===== src/rtl/xgmii_rx_measure.sv =====
// XGMII receive measurement engine: frames 64-bit XGMII words, validates
// IPv4 test frames, and reports per-interval rate/throughput plus the
// latency and source address of the most recent valid frame.

// Per-lane control-character decode.
module xgmii_rx_lane (
  input  logic [7:0] lane_d,
  input  logic       lane_c,
  output logic       is_term,
  output logic       is_err
);
  assign is_term = lane_c && (lane_d == 8'hFD);
  assign is_err  = lane_c && (lane_d == 8'hFE);
endmodule

module xgmii_rx_measure #(
  parameter int SEC_CYCLES    = 156250000,
  parameter int MIN_FRAME_LEN = 64
) (
  input  logic        sys_clk,
  input  logic        sys_rst_n,
  input  logic [63:0] xgmii_rxd,
  input  logic [7:0]  xgmii_rxc,
  input  logic [31:0] global_counter,
  output logic [31:0] rx_pps,
  output logic [31:0] rx_throughput,
  output logic [23:0] rx_latency,
  output logic [31:0] rx_ipv4_ip,
  output logic        rx_frame_ok,
  output logic [15:0] rx_err_count
);
  localparam int NUM_LANES = 8;
  localparam int MAX_WORDS = 1600 / 8;
  localparam logic [31:0] SEC_RELOAD = 32'(SEC_CYCLES - 1);

  typedef enum logic {IDLE, BODY} state_t;

  // Fields captured while a frame streams in.
  typedef struct packed {
    logic [15:0] eth;
    logic [31:0] ip;
    logic [31:0] ts;
    logic [31:0] rx_ts;
  } frame_info_t;

  state_t      state, state_nxt;
  frame_info_t fi;
  logic [7:0]  widx;          // index of the word now on the bus, start word = 0
  logic [31:0] timer;
  logic [31:0] pps_cnt, byte_cnt;

  logic [NUM_LANES-1:0][7:0] lane_d;
  logic [NUM_LANES-1:0]      lane_term, lane_err;

  assign lane_d = xgmii_rxd;

  for (genvar g = 0; g < NUM_LANES; g++) begin : g_lane
    xgmii_rx_lane u_lane (
      .lane_d  (lane_d[g]),
      .lane_c  (xgmii_rxc[g]),
      .is_term (lane_term[g]),
      .is_err  (lane_err[g])
    );
  end

  logic [2:0]  first_k;
  logic        has_ctrl, term_hit, in_body, is_start, abort, end_ok, len_ok;
  logic        frame_valid, frame_err, sec_tick;
  logic [15:0] frame_len;
  logic [31:0] lat_diff;
  logic [23:0] lat_sat;
  logic [32:0] byte_sum;

  assign sec_tick = (timer == 32'd0);
  assign in_body  = (state == BODY);
  assign is_start = (xgmii_rxc == 8'h01) && (lane_d[0] == 8'hFB) && (lane_d[7] == 8'hD5);

  // Word decode: the lowest control lane decides terminate versus abort,
  // which guarantees every lane below the terminate is data.
  always_comb begin
    first_k = 3'd0;
    for (int k = NUM_LANES - 1; k >= 0; k--)
      if (xgmii_rxc[k]) first_k = 3'(k);
    has_ctrl    = |xgmii_rxc;
    term_hit    = has_ctrl && lane_term[first_k];
    abort       = in_body && ((|lane_err) || (has_ctrl && !term_hit) || (widx > 8'(MAX_WORDS)));
    end_ok      = in_body && term_hit && !abort;
    frame_len   = {5'd0, widx - 8'd1, 3'd0} + {13'd0, first_k};
    len_ok      = frame_len >= 16'(MIN_FRAME_LEN);
    frame_valid = end_ok && len_ok && (fi.eth == 16'h0800);
    frame_err   = abort || (end_ok && !len_ok);
    lat_diff    = fi.rx_ts - fi.ts;
    lat_sat     = (|lat_diff[31:24]) ? 24'hFFFFFF : lat_diff[23:0];
    byte_sum    = {1'b0, byte_cnt} + {17'd0, frame_len};
  end

  // Next-state: enter BODY on a lane-0 start, leave on terminate or abort.
  always_comb begin
    state_nxt = state;
    case (state)
      IDLE:    if (is_start) state_nxt = BODY;
      BODY:    if (abort || term_hit) state_nxt = IDLE;
      default: state_nxt = IDLE;
    endcase
  end

  // State register.
  always_ff @(posedge sys_clk or negedge sys_rst_n) begin
    if (!sys_rst_n) state <= IDLE;
    else            state <= state_nxt;
  end

  // Interval timer: counts down and reloads, sec_tick marks the zero cycle.
  always_ff @(posedge sys_clk or negedge sys_rst_n) begin
    if (!sys_rst_n)    timer <= SEC_RELOAD;
    else if (sec_tick) timer <= SEC_RELOAD;
    else               timer <= timer - 32'd1;
  end

  // Field capture: arrival time on start, header fields by word index.
  always_ff @(posedge sys_clk or negedge sys_rst_n) begin
    if (!sys_rst_n) begin
      fi   <= '0;
      widx <= '0;
    end else if (!in_body && is_start) begin
      fi.rx_ts <= global_counter;
      fi.eth   <= '0;
      widx     <= 8'd1;
    end else if (in_body) begin
      widx <= widx + 8'd1;
      case (widx)
        8'd2:    fi.eth <= {lane_d[4], lane_d[5]};
        8'd4:    fi.ip  <= {lane_d[2], lane_d[3], lane_d[4], lane_d[5]};
        8'd6:    fi.ts  <= {lane_d[2], lane_d[3], lane_d[4], lane_d[5]};
        default: ;
      endcase
    end
  end

  // Running counters, interval snapshot and per-frame results; a frame ending
  // on the tick cycle seeds the new interval instead of the snapshot.
  always_ff @(posedge sys_clk or negedge sys_rst_n) begin
    if (!sys_rst_n) begin
      pps_cnt       <= '0;
      byte_cnt      <= '0;
      rx_pps        <= '0;
      rx_throughput <= '0;
      rx_latency    <= '0;
      rx_ipv4_ip    <= '0;
      rx_frame_ok   <= 1'b0;
      rx_err_count  <= '0;
    end else begin
      rx_frame_ok <= frame_valid;
      if (sec_tick) begin
        rx_pps        <= pps_cnt;
        rx_throughput <= byte_cnt;
        pps_cnt       <= frame_valid ? 32'd1 : 32'd0;
        byte_cnt      <= frame_valid ? {16'd0, frame_len} : 32'd0;
      end else if (frame_valid) begin
        pps_cnt  <= (pps_cnt == 32'hFFFFFFFF) ? pps_cnt : pps_cnt + 32'd1;
        byte_cnt <= byte_sum[32] ? 32'hFFFFFFFF : byte_sum[31:0];
      end
      if (frame_valid) begin
        rx_ipv4_ip <= fi.ip;
        rx_latency <= lat_sat;
      end
      if (frame_err && (rx_err_count != 16'hFFFF))
        rx_err_count <= rx_err_count + 16'd1;
    end
  end
endmodule

===== config.mk =====
export PLATFORM = sky130hd
export DESIGN_NAME = xgmii_rx_measure
export DESIGN_NICKNAME = d
export VERILOG_FILES = /design/src/rtl/xgmii_rx_measure.sv
export SDC_FILE = /design/constraint.sdc
export NUM_CORES = 1
export LEC_CHECK = 0
export BUFFER_PORTS_ARGS = -buffer_cell sky130_fd_sc_hd__clkbuf_2
export CAP_MARGIN = 20
export CORE_ASPECT_RATIO = 1.1
export CORE_MARGIN = 5
export CORE_UTILIZATION = 53
export CTS_BUF_LIST = sky130_fd_sc_hd__clkbuf_16
export DETAILED_ROUTE_END_ITERATION = 16
export PLACE_DENSITY = 0.77
export SYNTH_ARGS = -nofsm -noshare
export SYNTH_HDL_FRONTEND = slang
export SYNTH_HIERARCHICAL = 1
export SYNTH_SLANG_ARGS = --single-unit

===== constraint.sdc =====
create_clock -name sys_clk -period 3.35 [get_ports sys_clk]
set_input_delay 0.335 -clock sys_clk [delete_from_list [all_inputs] [get_ports sys_clk]]
set_output_delay 0.335 -clock sys_clk [all_outputs]
set_load 0.05 [all_outputs]

==> flow_summary.yaml, run 1 <==
routing:
  drc: 0
  vias_per_cell: 5.682
  wire_per_inst_microns: 18.59
  via_count: 14461
  wl_microns: 47320
  first_pass_iters: 5
  drtAntennaViolNets: 0
  drt-initial-drc-count: 1085
power:
  power.switching_mw: 2.016
  switching_share: 0.2338
  irDropWorstVdd_mv: 0.4429
  power_mw: 8.625
  pwr-share-seq: 0.500
  pwr-share-comb: 0.044
  internal_power_mw: 6.609
  p_per_area_nw_per_um2: 402.8
  clkPwrFrac: 0.456
  p_leak_nw: 10.74
worst_setup_path:
  crit_arrival_ns: 3.71
  crit_required_ns: 3.75
  reg2reg_from: "fi[0]$_DFFE_PN0P_"
  critPathLaunchType: "flip-flop"
  end_kind: "flip-flop"
  critPathMaxFanout: 6
  critPathLaunch: "fi[0]$_DFFE_PN0P_"
  reg2reg_depth: 14
  crit_type: "reg -> reg"
global_route:
  grt_pass1_wl_microns: 77070
  gr-total-overflow: 0
  antenna_found_initial: 8
  grt_pass1_vias: 14753
  grt_start_max_net_pins: 76
  grt.total_usage: 0.2519
timing:
  rsz0062_at_grt: "true"
  fmax_ghz: 0.3019
  slew_headroom: 0.5671
  setup_viol: 0
  worst_hold_slack_ns: 0.02055
  worstMarginPinSlew_ns: 0.6493
  period_share: 0.9888
  finClkSkew_ns: 0.03101
  setup_ws_ns: 0.03742
  hold_viol_final: 0
  slew_viol_final: 0
  finalSetupTns_ns: 0
  fin_crit_ns: 3.313
yosys:
  synthMuxAreaShare: 0.08965
  synthSimpleGateAreaFrac: 0.1940
  syn_inst: 1771
  ys_types: 78
  synth_fa_ha_area_frac: 0.03555
  synth-async-reset-ratio: 1.000
  syn_nets: 1926
  synth_area_per_cell_sq_um: 9.977
  synth_top_area_frac: 0.4815
  ys_warn_count: 6
  synth_most_common_cell: "dfrtp_1"
  synthFlopType: "dfrtp_1"
  synth_seq_cells: 354
  ys_seq_area_frac: 0.5023
  synthTopCellsByArea: "dfrtp_1, mux2_2, nand2_1"
  syn_area_sq_um: 17670
  yosysTopAreaCell: "dfrtp_1"
  synth_edf_count: 0
  synth_top_family_by_area: "simple AND/OR/NAND/NOR gates"
  synth-compound-area-share: 0.09552
  synth-xor-area-share: 0.04957
  synth_commonest_cells: "dfrtp_1, nand2_1, mux2_2"
cts:
  clock_sinks: 354
  clk_latency_ns: 0.54
  cts_tree: "yes"
  clockRootBuffer: "clkbuf_16"
  clk_path_buf_depth: 3
  cts-buffers-inserted: 38
  path_clk_slew_ns: 0.06
  htree_levels: 2
die:
  die_h_microns: 201.5
  io_pins: 243
  die_area_sq_um: 37090
  initial_core_util: 0.5337
  dieWidth_microns: 184.1
  core-area_sq_um: 33110
  fp-row-count: 70
finish:
  syn2layout_area_growth_pct: 21.19
  nets: 2238
  fin_util: 0.6468
  seq_area_sq_um: 8876
  final_layout_size_suffix_gt1_frac: 0.2943
  fillers: 2639
  multi_input_area_sq_um: 8424
place:
  io_buffers: 242
  gp_congestion: 0.9168
  dp_hpwl_microns: 34620
  pre_cts_ws_ns: -0.1778
min_path:
  worstHoldStart: "global_counter[28]"
  hold_depth: 2
  hold_class: "in -> reg"
status:
  status: "complete, no violations"
run:
  drv_cap: 0
-- critical path, cell delays in order (launching register included) --
cell and delay, ns:
dfrtp_1 0.35, inv_1 0.05, ha_2 0.19, fa_2 0.38, nor2b_2 0.17, o31a_1 0.21, a41oi_2 0.18, o21a_1 0.24
o211ai_1 0.30, a31oi_1 0.17, mux2i_1 0.18, nor4_4 0.30, buf_4 0.22, clkbuf_16 0.17, a21oi_2 0.05
-- final cells by class --
cell class | count | share of cell area
repair buffers | 346 | 0.09921
clock inverters | 29 | 0.009933
well taps | 432 | 0.02524
multi-input cells | 1269 | 0.3934
clock buffers | 38 | 0.04441
flip-flops and latches | 354 | 0.4145
inverters | 74 | 0.01297
diodes | 3 | 0.0003506
-- flip-flops by register name, indices dropped and copies added (netlist names) --
register	cells
fi	112
rx_ipv4_ip	32
rx_err_count	16
widx	8
timer	32
rx_throughput	32
pps_cnt	32
rx_frame_ok	1
rx_latency	24
in_body	1
rx_pps	32
byte_cnt	32
-- per-stage QoR --
step	cell area, sq um	instances
after global placement	19910	2462
final	21410	2545
after detailed placement	19910	2462
after global routing	21410	2543
after CTS	21110	2531
after floorplan	17670	1771
-- power groups by stage --
stage | logic [mW] | registers [mW] | clock network [mW]
after global routing | 0.425 | 4.31 | 4.20
after global placement | 0.365 | 4.38 | 0
after detailed placement | 0.373 | 4.39 | 0
after floorplan | 0.129 | 4.38 | 0
after CTS | 0.377 | 4.31 | 4.00
final | 0.381 | 4.31 | 3.94
-- worst paths after layout --
check,endpoint,slack [ns]
worst max-delay path,rx_latency[23]$_DFFE_PN0P_,0.04
worst min-delay path,fi[28]$_DFFE_PN0P_,0.02
worst max register to register,rx_latency[23]$_DFFE_PN0P_,0.04
worst min register to register,timer[0]$_DFF_PN1_,0.45
max in group asynchronous,rx_pps[14]$_DFFE_PN0P_,1.97
min in group asynchronous,rx_throughput[30]$_DFFE_PN0P_,0.40
-- what timing repair did --
| action | 4_1_cts | 5_1_grt |
|---|---|---|
| setup buffers | 1 | 9 |
| hold buffers | 1 | 0 |
| endpoints found under the hold margin | 64 | 0 |
| pin swaps | 1 | 16 |
| setup endpoints to repair | 14 | 59 |
| gates cloned | 0 | 2 |
| gates resized for setup | 6 | 47 |
-- layout by cell type (no fill, tap or decap), drive strengths merged, types with 22 or more instances in the layout --
master,count
nand4,44
nor4,36
a21oi,94
xnor2,53
nor2,126
and3,22
clkbuf,280
dfrtp,340
o21ai,82
mux2,130
nand3,47
buf,103
nor3,36
inv,85
ha,47
nand2,301
xor2,47
-- layer usage --
layer | GRT usage | routed length, microns | up-vias
met1 | 0.3400 | 19840 | 7082
met5 | 0 | 93 | -
met2 | 0.4065 | 22660 | 425
met3 | 0.05496 | 2941 | 107
met4 | 0.08241 | 1787 | 12
li1 | - | - | 6835
-- kinds of logic (layout without fill, tap and decap cells) --
family	after synthesis	in the layout
AOI/OAI and AO/OA	273	273
xor gates and xnor gates	100	100
adders and majority gates	49	49
buffers and inverters	148	487
DFF	354	354
muxes	142	142
other	0	3
and+or+nand+nor	705	705
Power figures use the tool's default switching activity.
==> run 2, diff against run 1 <==
--- a/config.mk
+++ b/config.mk
@@ -5,6 +5,7 @@
 export SDC_FILE = /design/constraint.sdc
 export NUM_CORES = 1
 export LEC_CHECK = 0
+export ABC_AREA = 1
 export BUFFER_PORTS_ARGS = -buffer_cell sky130_fd_sc_hd__clkbuf_2
 export CAP_MARGIN = 20
 export CORE_ASPECT_RATIO = 1.1
==> flow_summary.yaml, run 2 <==
status:
  status: "complete, no violations"
die:
  initial_core_util: 0.5390
  die_h_microns: 211.4
  fp-row-count: 73
  io_pins: 243
  die_area_sq_um: 40830
  dieWidth_microns: 193.1
  core-area_sq_um: 36260
yosys:
  synth_seq_cells: 354
  synthFlopType: "dfrtp_1"
  synth-async-reset-ratio: 1.000
  synth_commonest_cells: "nand2_1, dfrtp_1, inv_1"
  ys_types: 56
  synth_most_common_cell: "nand2_1"
  synth_top_area_frac: 0.4353
  syn_inst: 2554
  yosysTopAreaCell: "dfrtp_1"
  synth_edf_count: 0
  ys_seq_area_frac: 0.4541
  syn_nets: 2709
  synth_area_per_cell_sq_um: 7.653
  syn_area_sq_um: 19550
  synthTopCellsByArea: "dfrtp_1, nand2_1, inv_1"
  ys_warn_count: 6
power:
  pwr-share-comb: 0.112
  clkPwrFrac: 0.432
  switching_share: 0.2711
  power_mw: 9.838
  p_leak_nw: 12.08
  pwr-share-seq: 0.456
  irDropWorstVdd_mv: 0.3976
  internal_power_mw: 7.171
  p_per_area_nw_per_um2: 431.8
  power.switching_mw: 2.667
global_route:
  grt_start_max_net_pins: 130
  grt_use_met1: 0.3395
  grt.total_usage: 0.2711
  use_met3: 0.05524
  antenna_found_initial: 6
  grt_pass1_vias: 17428
  grt_pass1_wl_microns: 89440
  grtUsageMet2: 0.4757
  gr-total-overflow: 0
  top_usage_layer: "met2"
worst_setup_path:
  crit_arrival_ns: 3.62
  r2r-end: "byte_cnt[31]$_DFFE_PN0P_"
  crit_required_ns: 3.81
  crit_type: "reg -> reg"
  end_kind: "flip-flop"
  crit_family: "simple AND/OR/NAND/NOR gates"
  cp-endpoint: "byte_cnt[31]$_DFFE_PN0P_"
  critPathLaunchType: "flip-flop"
  reg2reg_from: "widx[0]$_DFFE_PN0P_"
  crit_top_cell: "nand2_1"
  slowest_delay_ns: 0.44
  critPathMaxFanout: 11
  slowest_stage: "dfrtp_1"
  cp.depth: 16
  critPathLaunch: "widx[0]$_DFFE_PN0P_"
  r2r_slack_ns: 0.19
  path_cells: "inv_2, ha_2, nand2_1, xor2_1, inv_1, ha_1, nand2_1, o21a_1, o221a_2, nand2_4, nand2_4, nor2_4, nand3_2, nand3_1, nand2_1, o21ai_1"
  reg2reg_depth: 16
  cp_num_buf_inv: 2
routing:
  first_pass_iters: 7
  drc: 0
  via_count: 17872
  wl_microns: 55940
  wire_per_inst_microns: 16.77
  vias_per_cell: 5.357
  drt-initial-drc-count: 1177
  drtAntennaViolNets: 0
cts:
  htree_levels: 2
  clock_sinks: 354
  cts_tree: "yes"
  path_clk_slew_ns: 0.07
  clockRootBuffer: "clkbuf_16"
  cts-buffers-inserted: 38
  clk_latency_ns: 0.56
  clk_path_buf_depth: 3
place:
  gp_congestion: 0.9688
  io_buffers: 242
  pre_cts_ws_ns: 0.1969
  dp_hpwl_microns: 41670
finish:
  layout_commonest_cell: "nand2_1"
  final_layout_size_suffix_gt1_frac: 0.1539
  nets: 2971
  largest_reg_flops: 112
  final_cell_mix: "nand2_1, dfrtp_1, inv_1"
  syn2layout_area_growth_pct: 16.55
  largest-register: "fi"
timing:
  hold_viol_final: 0
  worstMarginPinSlew_ns: 1.025
  setup_ws_ns: 0.1917
  fmax_ghz: 0.3166
  period_share: 0.9428
  finClkSkew_ns: 0.02614
  fin_crit_ns: 3.158
  slew_viol_final: 0
  setup_viol: 0
  slew_headroom: 0.3143
run:
  drv_cap: 0
min_path:
  hold_class: "in -> reg"
  worstHoldStart: "global_counter[7]"
## run 2: repair_timing
item                                   in CTS  in global routing
resized for setup                           0                  5
setup endpoints to repair                   0                 14
hold buffers                               28                  0
endpoints found under the hold margin      64                  0
buffers inserted                            0                  1
## run 2: per-stage QoR
step                utilization  std cells  cell area, sq um  setup TNS (ns)  hold slack [ns]
finish                   0.6283       3336             22780               0          0.02394
global route             0.6281       3333             22770       -0.002333          0.03242
CTS                      0.6272       3332             22740               0        0.0007189
detailed placement       0.5849       3234             21210               0           0.2365
global placement         0.5849       3234             21210               0           0.2338
floorplan                     -       2554             19550               0          0.03941
## run 2: worst min path at each step
stage / to / slack (ns) / cells past startpoint
finish: fi[7]$_DFFE_PN0P_ / 0.02 / 3
global route: fi[14]$_DFFE_PN0P_ / 0.03 / 3
CTS: fi[7]$_DFFE_PN0P_ / 0.0007 / 3
detailed placement: rx_throughput[18]$_DFFE_PN0P_ / 0.24 / 1
global placement: rx_throughput[21]$_DFFE_PN0P_ / 0.23 / 1
floorplan: byte_cnt[0]$_DFFE_PN0P_ / 0.04 / 0
## run 2: logic make-up after synthesis
kind of cell	Yosys count	share of synthesized area
compound gates	320	0.08872
flops	354	0.4541
fa+ha+maj	49	0.03213
buf+inv	382	0.08014
simple gates	1354	0.3019
xor+xnor	95	0.04295
## run 2: tightest hold or removal path: cells and delay by family
family,cells,cell delay (ns)
buf+inv,1,0.09
simple gates,2,0.12
## run 2: per-layer routing
metal / vias to the layer above / routed length (microns) / share of wire
li1: 8708 / - / -
met1: 8526 / 22750 / 0.41
met2: 526 / 28240 / 0.50
met3: 106 / 3394 / 0.061
met4: 6 / 1510 / 0.027
met5: - / 39 / 0.00070
## run 2: power by group through the flow
stage	clock network [mW]	registers (mW)	logic (mW)
floorplan	0	4.58	0.669
global placement	0	4.55	1.05
detailed placement	0	4.56	1.06
CTS	4.32	4.48	1.10
global route	4.51	4.50	1.24
finish	4.25	4.49	1.10
## run 2: final cells by class
type | count | area [sq um]
fillers | 3247 | 13480
multi-input cells | 1818 | 9125
well taps | 487 | 609.3
diodes | 3 | 7.507
inverters | 306 | 1149
flip-flops and latches | 354 | 8877
repair buffers | 298 | 1762
clock inverters | 31 | 276.5
clock buffers | 39 | 975.9
